[src/rtl/reg_file_bridge_pkg.sv]
// Shared types and helpers for the register-file bus bridge.
package reg_file_bridge_pkg;

  // Bridge transaction states.
  typedef enum logic [1:0] {
    IDLE   = 2'd0,
    WRITE  = 2'd1,
    SETTLE = 2'd2,
    RESP   = 2'd3
  } bridge_state_e;

  // One byte lane of a read-modify-write: strobe set takes the new byte.
  function automatic logic [7:0] strobe_merge(input logic [7:0] new_byte,
                                              input logic [7:0] old_byte,
                                              input logic       strb);
    return strb ? new_byte : old_byte;
  endfunction

  // Byte address to register index; sub-word address bits are discarded.
  function automatic logic [31:0] addr_to_idx(input logic [31:0]   addr,
                                              input int unsigned   byte_shift);
    return addr >> byte_shift;
  endfunction

endpackage

[src/rtl/ifc_reg_file_direct_access.sv]
// Direct-access register file interface: per-register write pulses with a
// shared data bus per lane, plus a parallel view of every register's value.
interface ifc_reg_file_direct_access #(
  parameter int unsigned REGISTER_WIDTH = 32,
  parameter int unsigned NUM_REGISTERS  = 16
);

  logic [NUM_REGISTERS-1:0]                     write_req;
  logic [NUM_REGISTERS-1:0][REGISTER_WIDTH-1:0] write_data;
  logic [NUM_REGISTERS-1:0][REGISTER_WIDTH-1:0] read_data;

  modport master (output write_req, output write_data, input read_data);
  modport slave  (input write_req, input write_data, output read_data);

endinterface

[src/rtl/reg_file_bus_bridge.sv]
// Bridge from a single-outstanding valid/ready request/response bus to the
// direct-access register file interface. Writes are byte-strobed
// read-modify-writes; out-of-range indices answer with an error response.
// ADDR_WIDTH is assumed to be at most 32.
module reg_file_bus_bridge
  import reg_file_bridge_pkg::*;
#(
  parameter int unsigned REGISTER_WIDTH      = 32,
  parameter int unsigned NUM_REGISTERS       = 16,
  parameter int unsigned ADDR_WIDTH          = 8,
  parameter int unsigned WRITE_SETTLE_CYCLES = 1
) (
  input  logic                        clk,
  input  logic                        rst_n,
  input  logic                        req_valid,
  output logic                        req_ready,
  input  logic                        req_write,
  input  logic [ADDR_WIDTH-1:0]       req_addr,
  input  logic [REGISTER_WIDTH-1:0]   req_wdata,
  input  logic [REGISTER_WIDTH/8-1:0] req_wstrb,
  output logic                        rsp_valid,
  input  logic                        rsp_ready,
  output logic [REGISTER_WIDTH-1:0]   rsp_rdata,
  output logic                        rsp_err,
  ifc_reg_file_direct_access.master   reg_if
);

  localparam int unsigned NUM_BYTES  = REGISTER_WIDTH / 8;
  localparam int unsigned BYTE_SHIFT = (NUM_BYTES > 1) ? $clog2(NUM_BYTES) : 0;
  localparam int unsigned IDX_W      = (NUM_REGISTERS > 1) ? $clog2(NUM_REGISTERS) : 1;
  // Counter load value: SETTLE exits when the counter reaches zero.
  localparam logic [3:0]  SETTLE_LOAD =
    (WRITE_SETTLE_CYCLES == 0) ? 4'd0 : 4'(WRITE_SETTLE_CYCLES - 1);

  bridge_state_e               state_q, state_d;
  logic                        req_ready_q, req_ready_d;
  logic                        rsp_valid_q, rsp_valid_d;
  logic [REGISTER_WIDTH-1:0]   rsp_rdata_q, rsp_rdata_d;
  logic                        rsp_err_q, rsp_err_d;
  logic [NUM_REGISTERS-1:0]    write_req_q, write_req_d;
  logic [REGISTER_WIDTH-1:0]   wdata_q, wdata_d;
  logic [3:0]                  cnt_q, cnt_d;

  logic [31:0]                 idx_s;
  logic [IDX_W-1:0]            idx_lo_s;
  logic                        in_range_s;
  logic [REGISTER_WIDTH-1:0]   old_s;
  logic [REGISTER_WIDTH-1:0]   merged_s;
  logic [NUM_REGISTERS-1:0]    onehot_s;

  assign idx_s      = addr_to_idx(32'(req_addr), BYTE_SHIFT);
  assign idx_lo_s   = idx_s[IDX_W-1:0];
  assign in_range_s = (idx_s < 32'(NUM_REGISTERS));
  assign old_s      = reg_if.read_data[idx_lo_s];

  // Byte-strobe merge of the request data over the current register value.
  always_comb begin
    merged_s = '0;
    for (int b = 0; b < int'(NUM_BYTES); b++) begin
      merged_s[b*8 +: 8] = strobe_merge(req_wdata[b*8 +: 8], old_s[b*8 +: 8], req_wstrb[b]);
    end
  end

  // One-hot decode of the requested register index.
  always_comb begin
    onehot_s           = '0;
    onehot_s[idx_lo_s] = 1'b1;
  end

  // Next-state and registered-output computation for the transaction FSM.
  always_comb begin
    state_d     = state_q;
    rsp_valid_d = rsp_valid_q;
    rsp_rdata_d = rsp_rdata_q;
    rsp_err_d   = rsp_err_q;
    write_req_d = '0;
    wdata_d     = wdata_q;
    cnt_d       = cnt_q;
    case (state_q)
      IDLE: begin
        if (req_valid) begin
          if (!in_range_s) begin
            rsp_valid_d = 1'b1;
            rsp_rdata_d = '0;
            rsp_err_d   = 1'b1;
            state_d     = RESP;
          end else if (req_write) begin
            wdata_d     = merged_s;
            write_req_d = onehot_s;
            state_d     = WRITE;
          end else begin
            rsp_valid_d = 1'b1;
            rsp_rdata_d = old_s;
            rsp_err_d   = 1'b0;
            state_d     = RESP;
          end
        end else begin
          state_d = IDLE;
        end
      end
      WRITE: begin
        if (WRITE_SETTLE_CYCLES == 0) begin
          rsp_valid_d = 1'b1;
          rsp_rdata_d = '0;
          rsp_err_d   = 1'b0;
          state_d     = RESP;
        end else begin
          cnt_d   = SETTLE_LOAD;
          state_d = SETTLE;
        end
      end
      SETTLE: begin
        if (cnt_q == 4'd0) begin
          rsp_valid_d = 1'b1;
          rsp_rdata_d = '0;
          rsp_err_d   = 1'b0;
          state_d     = RESP;
        end else begin
          cnt_d = cnt_q - 4'd1;
        end
      end
      RESP: begin
        if (rsp_ready) begin
          rsp_valid_d = 1'b0;
          rsp_rdata_d = '0;
          rsp_err_d   = 1'b0;
          state_d     = IDLE;
        end else begin
          state_d = RESP;
        end
      end
      default: begin
        state_d = IDLE;
      end
    endcase
    // Ready only while idle; the handshake cycle itself never accepts.
    req_ready_d = (state_d == IDLE);
  end

  // State and output registers; reset drops any transaction in flight.
  always_ff @(posedge clk or negedge rst_n) begin
    if (!rst_n) begin
      state_q     <= IDLE;
      req_ready_q <= 1'b1;
      rsp_valid_q <= 1'b0;
      rsp_rdata_q <= '0;
      rsp_err_q   <= 1'b0;
      write_req_q <= '0;
      wdata_q     <= '0;
      cnt_q       <= 4'd0;
    end else begin
      state_q     <= state_d;
      req_ready_q <= req_ready_d;
      rsp_valid_q <= rsp_valid_d;
      rsp_rdata_q <= rsp_rdata_d;
      rsp_err_q   <= rsp_err_d;
      write_req_q <= write_req_d;
      wdata_q     <= wdata_d;
      cnt_q       <= cnt_d;
    end
  end

  assign req_ready = req_ready_q;
  assign rsp_valid = rsp_valid_q;
  assign rsp_rdata = rsp_rdata_q;
  assign rsp_err   = rsp_err_q;

  assign reg_if.write_req = write_req_q;

  // Every lane carries the captured write data; write_req picks the target.
  for (genvar g = 0; g < int'(NUM_REGISTERS); g++) begin : g_wdata
    assign reg_if.write_data[g] = wdata_q;
  end

endmodule

[src/flat_wrapper.sv]
// flat-port wrapper written by rule: the top's interface ports become plain ports
module reg_file_bus_bridge_flat import reg_file_bridge_pkg::*;
#(
  parameter int unsigned REGISTER_WIDTH      = 32,
  parameter int unsigned NUM_REGISTERS       = 16,
  parameter int unsigned ADDR_WIDTH          = 8,
  parameter int unsigned WRITE_SETTLE_CYCLES = 1
)
  (clk, rst_n, req_valid, req_ready, req_write, req_addr, req_wdata, req_wstrb, rsp_valid, rsp_ready, rsp_rdata, rsp_err, reg_if_write_req, reg_if_write_data, reg_if_read_data);
  ifc_reg_file_direct_access #(.REGISTER_WIDTH(REGISTER_WIDTH), .NUM_REGISTERS(NUM_REGISTERS)) reg_if_i ();
  input  logic clk;
  input  logic rst_n;
  input  logic req_valid;
  output logic req_ready;
  input  logic req_write;
  input  logic [ADDR_WIDTH-1:0] req_addr;
  input  logic [REGISTER_WIDTH-1:0] req_wdata;
  input  logic [REGISTER_WIDTH/8-1:0] req_wstrb;
  output logic rsp_valid;
  input  logic rsp_ready;
  output logic [REGISTER_WIDTH-1:0] rsp_rdata;
  output logic rsp_err;
  output wire logic [$bits(reg_if_i.write_req)-1:0] reg_if_write_req;
  output wire logic [$bits(reg_if_i.write_data)-1:0] reg_if_write_data;
  input wire logic [$bits(reg_if_i.read_data)-1:0] reg_if_read_data;
  assign reg_if_write_req = reg_if_i.write_req;
  assign reg_if_write_data = reg_if_i.write_data;
  assign reg_if_i.read_data = reg_if_read_data;
  reg_file_bus_bridge #(.REGISTER_WIDTH(REGISTER_WIDTH), .NUM_REGISTERS(NUM_REGISTERS), .ADDR_WIDTH(ADDR_WIDTH), .WRITE_SETTLE_CYCLES(WRITE_SETTLE_CYCLES)) u_core (.clk(clk), .rst_n(rst_n), .req_valid(req_valid), .req_ready(req_ready), .req_write(req_write), .req_addr(req_addr), .req_wdata(req_wdata), .req_wstrb(req_wstrb), .rsp_valid(rsp_valid), .rsp_ready(rsp_ready), .rsp_rdata(rsp_rdata), .rsp_err(rsp_err), .reg_if(reg_if_i));
endmodule
[config.mk]
export PLATFORM = sky130hd
export DESIGN_NAME = reg_file_bus_bridge_flat
export DESIGN_NICKNAME = d
export VERILOG_FILES = /design/src/rtl/reg_file_bridge_pkg.sv /design/src/rtl/ifc_reg_file_direct_access.sv /design/src/rtl/reg_file_bus_bridge.sv /design/src/flat_wrapper.sv
export SDC_FILE = /design/constraint.sdc
export NUM_CORES = 1
export LEC_CHECK = 0
export CAP_MARGIN = 20
export CORE_AREA = 2 2 436 438
export CTS_CLUSTER_SIZE = 30
export DETAILED_ROUTE_END_ITERATION = 10
export DIE_AREA = 0 0 438 440
export DONT_BUFFER_PORTS = 1
export GPL_TIMING_DRIVEN = 0
export SLEW_MARGIN = 0
export SYNTH_ARGS = -nofsm -noshare
export SYNTH_HDL_FRONTEND = slang
export SYNTH_SLANG_ARGS = --single-unit
export TNS_END_PERCENT = 100
[constraint.sdc]
create_clock -name clk -period 4.2 [get_ports clk]
set_clock_uncertainty 0.05 [all_clocks]
set_input_delay 0.84 -clock clk [delete_from_list [all_inputs] [get_ports clk]]
set_output_delay 0.84 -clock clk [all_outputs]
set_load 0.05 [all_outputs]
==> load_flow_metrics.sql <==
INSERT INTO impl_metrics (metric_group, metric, value, unit) VALUES
('synth', 'synth_cell_types', '40', ''),
('worst_setup_path', 'critPathArrivalTime', '4180', 'ps'),
('synth', 'ys_seq_elements', '89', ''),
('die', 'ios', '1124', ''),
('power_and_ir_drop', 'power.share.combinational', '80.3', '%'),
('power_and_ir_drop', 'clkPwrFrac', '6.2', '%'),
('power_and_ir_drop', 'sw_frac_of_total', '70.1', '%'),
('synth', 'async_flop_share', '100', '%'),
('grt', 'grt_overflow', '0', ''),
('synth', 'ys_dominant_reg_cell', 'dfrtp_1', ''),
('synth', 'synth_top_area_cell', 'buf_4', ''),
('cts', 'clock-sinks', '89', ''),
('cts', 'clock_tree.root_cell', 'clkbuf_16', ''),
('synth', 'netlist_area', '13000', 'um^2'),
('routing', 'detailroute.via_count', '13100', ''),
('timing', 'maxClockFrequency', '0.259', 'GHz'),
('grt', 'grtUsageMet2', '23.8', '%'),
('cells_and_area', 'layout.nets', '2021', ''),
('cts', 'cts_max_path_buffers', '2', ''),
('die', 'initial_core_util', '6.88', '%'),
('power_and_ir_drop', 'p_per_area', '900', 'nW/um^2'),
('routing', 'detail-route-antenna-nets', '0', ''),
('routing', 'wl_per_cell', '32.4', 'um'),
('routing', 'drt_iter0_markers', '1725', ''),
('outcome', 'run_status', 'complete, no violations', ''),
('timing', 'slew_headroom', '27.8', '%'),
('synth', 'yosys-top-cells-area', 'buf_4 (29%), dfrtp_1 (17%), mux4_2 (17%)', ''),
('timing', 'count_of_endpoints_failing_hold_in_the_final_timing_report', '0', ''),
('cts', 'cts.clk_slew.worst_paths', '110', 'ps'),
('synth', 'synth-edff-count', '0', ''),
('power_and_ir_drop', 'total_power', '16000', 'uW'),
('cts', 'cts.repair.resized', '0', ''),
('routing', 'wirelength', '132000', 'um'),
('synth', 'synthCells', '1388', ''),
('synth', 'synthDominantCellAreaShare', '28.7', '%'),
('grt', 'antenna_found_initial', '108', ''),
('power_and_ir_drop', 'power.ir.vdd_worst', '0.000533', 'V'),
('power_and_ir_drop', 'p_sw', '11200', 'uW'),
('worst_setup_path', 'end_kind', 'register', ''),
('timing', 'setup_total_negative_slack', '0', 'ps'),
('place', 'gp_congestion', '1.08', ''),
('synth', 'yosysSeqAreaShare', '17.2', '%'),
('cts', 'htree_num_levels', '3', ''),
('synth', 'yosysWarningCount', '0', ''),
('timing', 'report.final.slew_viol_count', '0', ''),
('routing', 'remaining_drc_errors', '0', ''),
('grt', 'grt_util_met3', '5.74', '%'),
('power_and_ir_drop', 'sequentialPowerShare', '13.5', '%'),
('timing', 'min_period_over_period', '91.8', '%'),
('synth', 'post_synth.cell_area_avg', '9.35', 'um^2'),
('timing', 'worst_pin_slew', '1080', 'ps'),
('timing', 'finalSetupViolCount', '0', ''),
('grt', 'grt_util_all_layers', '12.9', '%'),
('flow_run', 'drv.max_cap_violation_count', '0', ''),
('grt', 'grt_max_degree', '68', ''),
('grt', 'top_usage_layer', 'met2', ''),
('worst_setup_path', 'register_to_register_setup_slack', '1050', 'ps'),
('routing', 'vias_per_cell', '3.22', ''),
('worst_setup_path', 'timing.setup.critical_path_class', 'input port to register', ''),
('cells_and_area', 'num-fill-cells', '21900', ''),
('die', 'design.die.area', '193000', 'um^2'),
('grt', 'grt_first_pass_wirelength', '151000', 'um'),
('cells_and_area', 'areaGrowthSynthToFinish', '37.1', '%'),
('grt', 'gr-usage-met1', '12.4', '%'),
('place', 'number_of_port_buffers', '0', ''),
('cts', 'cts_tree', 'built', ''),
('routing', 'detailedRoute.firstPassIterationCount', '5', ''),
('worst_setup_path', 'cp.required', '4530', 'ps'),
('cells_and_area', 'drive_above_1_share', '52.3', '%'),
('hold_path', 'worstHoldPathType', 'input port to asynchronous set/reset pin', ''),
('cts', 'numCtsBuffers', '9', ''),
('die', 'fp.dieH', '440', 'um'),
('power_and_ir_drop', 'static-leakage-power', '0.00698', 'uW'),
('timing', 'min_period', '3850', 'ps'),
('die', 'rows', '160', ''),
('worst_setup_path', 'crit_path_start_kind', 'input port', ''),
('grt', 'grt_pass1_vias', '10600', ''),
('place', 'detailedPlacementHpwl', '118000', 'um'),
('timing', 'setup_repair_after_global_routing_missed_its_margin', 'false', ''),
('synth', 'mappedNetlistNets', '1951', ''),
('cts', 'clkLatencyLatePin', '430', 'ps'),
('die', 'dieWidth', '438', 'um'),
('power_and_ir_drop', 'cellInternalPower', '4780', 'uW'),
('die', 'coreArea', '189000', 'um^2'),
('worst_setup_path', 'critical_path.max_fanout', '10', '');
-- final cells by class --
type	instances	area, um^2	share of cell area (%)
multi-input cells	724	6700	37.7
clock buffers	9	225	1.27
flip-flops and latches	89	2240	12.6
inverters	4	15.0	0.0844
diodes	97	243	1.36
plain buffers	571	4080	22.9
clock inverters	7	83.8	0.471
well taps	2511	3140	17.7
repair buffers	59	1060	5.97
-- per-stage QoR --
stage,area [um^2],hold slack (ps),utilization (%),instances,worst slack (ps)
final,17800,58.9,9.43,4071,346
after global routing,17700,19.6,9.38,4031,537
after CTS,17500,1.07,9.29,3973,533
after detailed placement,17200,511,9.10,3953,-759
after global placement,16100,511,8.55,3899,-1600
after floorplan,13000,494,-,1388,1710
-- routing by layer --
metal  vias up  share of wire, %
li1       4834                 -
met1      6545                31
met2      1446                52
met3       249                12
met4        52               4.4
met5         -              0.26
-- worst paths after layout --
path / from / to / cells past startpoint
min: rst_n / u_core.wdata_q[13]$_DFFE_PN0P_ / 0
max in group asynchronous: rst_n / u_core.rsp_rdata[23]$_DFFE_PN0P_ / 1
max: req_addr[4] / u_core.wdata_q[20]$_DFFE_PN0P_ / 8
max reg2reg: u_core.state_q[1]$_DFF_PN0_ / u_core.wdata_q[20]$_DFFE_PN0P_ / 7
min in group clk: req_wstrb[3] / u_core.wdata_q[31]$_DFFE_PN0P_ / 2
min reg2reg: u_core.cnt_q[1]$_DFFE_PN0P_ / u_core.cnt_q[3]$_DFFE_PN0P_ / 2
-- worst max-delay path, stage by stage --
cell and delay [ps]:
clkbuf_1 510, buf_8 230, clkbuf_1 800, nand4b_1 510, buf_8 310, o22ai_1 620
a211oi_1 110, a31oi_1 190
-- cell usage in the layout (no fill, tap or decap), types with 30 or more instances in the layout --
cell	synthesis	final
a211o_1	32	32
a211oi_1	32	32
a22oi_1	34	34
a31oi_1	32	32
buf_4	496	498
clkbuf_1	49	46
dfrtp_1	88	80
diode_2	0	97
mux2_2	55	55
mux2i_1	106	105
mux4_2	96	96
nand2_1	59	59
nor2_1	97	94
nor3b_1	34	30
o211ai_1	33	33
o22ai_1	35	35
-- state kept, by name (all words and copies together), names as in the netlist --
register / cells
u_core.wdata_q: 32
u_core.rsp_valid: 1
u_core.reg_if.write_req: 16
u_core.state_q: 2
u_core.cnt_q: 4
u_core.rsp_err: 1
u_core.req_ready: 1
u_core.rsp_rdata: 32
-- logic make-up (layout without fill, tap and decap cells) --
family                   after synthesis  after routing  synth area share (%)
adder cells (fa/ha/maj)                2              2                 0.193
AND/OR/NAND/NOR                      254            254                  9.74
multiplexers                         257            257                  29.6
buffers and inverters                575            650                  31.5
AO/OA/AOI/OAI                        211            211                  11.8
other                                  0             97                     0
flip-flops                            89             89                  17.2
-- Yosys cell counts, types with 5 or more instances --
| cell type | count |
|---|---|
| nor2b_1 | 23 |
| nor3b_1 | 34 |
| a22oi_1 | 34 |
| buf_4 | 496 |
| mux4_2 | 96 |
| mux2_2 | 55 |
| o211ai_1 | 33 |
| mux2i_1 | 106 |
| a31oi_1 | 32 |
| buf_1 | 6 |
| nand2_1 | 59 |
| clkbuf_1 | 49 |
| buf_2 | 13 |
| dfrtp_1 | 88 |
| o21ai_0 | 5 |
| o22ai_1 | 35 |
| a211oi_1 | 32 |
| nand2b_1 | 12 |
| nand4b_1 | 5 |
| nor2_1 | 97 |
| buf_6 | 7 |
| nor3_1 | 8 |
| a211o_1 | 32 |
-- power by group through the flow --
| stage | clock [uW] | combinational (uW) | sequential (uW) |
|---|---|---|---|
| 3_5_place_dp | 0 | 12900 | 2220 |
| 4_1_cts | 1050 | 12900 | 2210 |
| 6_report | 991 | 12900 | 2160 |
| 2_1_floorplan | 0 | 11100 | 2080 |
| 3_3_place_gp | 0 | 11900 | 2730 |
| 5_1_grt | 1060 | 13200 | 2210 |
-- repair_timing --
item,4_1_cts,5_1_grt
endpoints found under the hold margin,17,0
setup buffers,2,0
hold buffers,2,0
endpoints found under the setup margin,4,0
(Power assumes the default switching activity.)
==> RTL change, RTL diff (same settings) <==
`rsp_rdata_q` no longer has a reset.
--- a/src/rtl/reg_file_bus_bridge.sv
+++ b/src/rtl/reg_file_bus_bridge.sv
@@ -145,3 +145,2 @@
       rsp_valid_q <= 1'b0;
-      rsp_rdata_q <= '0;
       rsp_err_q   <= 1'b0;
@@ -154,3 +153,2 @@
       rsp_valid_q <= rsp_valid_d;
-      rsp_rdata_q <= rsp_rdata_d;
       rsp_err_q   <= rsp_err_d;
@@ -160,2 +158,6 @@
     end
+  end
+
+  always_ff @(posedge clk) begin
+    rsp_rdata_q <= rsp_rdata_d;
   end
Formal check against the unedited RTL: not equivalent (Yosys sat finds a counterexample within 4 cycles, from zero or initial values and one cycle with rst_n low).
==> RTL change against the unedited design <==
  * Sequential cell count unchanged
  * First-iteration DRC count decreased by 21%
  * Wire length shrank 7.3%
  * Power increased by 17%
  * Setup slack better by 790 ps
  * Design area down 9.3%
  * Synthesized area fell by 9.8%
  * Critical endpoint is now u_core.rsp_rdata[0]
  * Final cell count fell by 6.9%
==> RTL change: results (changes against the unedited design) <==
- Synth top cells by count: 487 x buf_4, 85 x mux4_2, 66 x nand2_1
- Post-CTS setup buffers: 0 (-2)
- Initial drt markers: 1364 (-21%)
- Share of cells above drive strength 1: 0.5988 (+0.07591)
- GR Layer Usage met3: 0.05430 (-0.003139)
- Setup slack after placement: 547.9 ps (+1307 ps)
- Synth Area in Compound Gates: 0.08009 (-0.03764)
- Vias in the first global route: 8726 (-18%)
- Avg WL per Cell: 32.28 um (-0.43%)
- Max incr delay on CP: 700 ps (-100 ps)
- Flop pwr share: 0.181 (+0.046)
- Post-DP HPWL: 111.8 mm (-5.5%)
- Crit-path slowest cell: buf_2
- Hold buffer count at cts: 0 (-2)
- Adder-Cell Fraction of Synth Area: 0.002139 (+0.0002101)
- Status: completed
- Placed Instances: 3674 (-7.1%)
- GP Congestion: 1.067 (-0.83%)
- Tcrit/Tclk final: 0.7298 (-0.1877)
- Peak supply drop: 0.0006455 V (+21%)
- Mean Syn Cell Area: 10.36 um^2 (+11%)
- Multiplexer area fraction after synthesis: 0.3193 (+0.02318)
- FF-to-FF End: u_core.wdata_q[21]
- Post-synth cell types: 44 (+10%)
- Logic pwr share: 0.770 (-0.033)
## RTL change: changes by cell type in the layout (fill, tap and decap cells not counted), sizes merged, moves of 33 or more
cell	change
mux2i	-74
nor2	-42
nor3b	-33
o22ai	-33
## RTL change: worst reg2reg max path: stages, from the launching register on
cell      delay, ps
dfrtp_1         430
nor2b_1         390
nand3_1         710
clkbuf_1        620
a221oi_1        430
a31oi_1         130
## RTL change: cell type report
class / count / area, um^2
Antenna cell: 100 / 250.2
Buffer: 544 / 3960
Clock buffer: 12 / 279.0
Clock inverter: 4 / 28.78
Fill cell: 21910 / 172400
Inverter: 5 / 18.77
Multi-Input combinational cell: 492 / 5354
Sequential cell: 89 / 2401
Tap cell: 2511 / 3142
Timing Repair Buffer: 33 / 708.2
## RTL change: through the flow
stage | hold WS, ps | utilization
3_3_place_gp | 497.2 | 0.07874
4_1_cts | 19.36 | 0.08427
5_1_grt | 32.65 | 0.08509
6_report | 58.42 | 0.08560
2_1_floorplan | 494.4 | -
3_5_place_dp | 497.1 | 0.08264
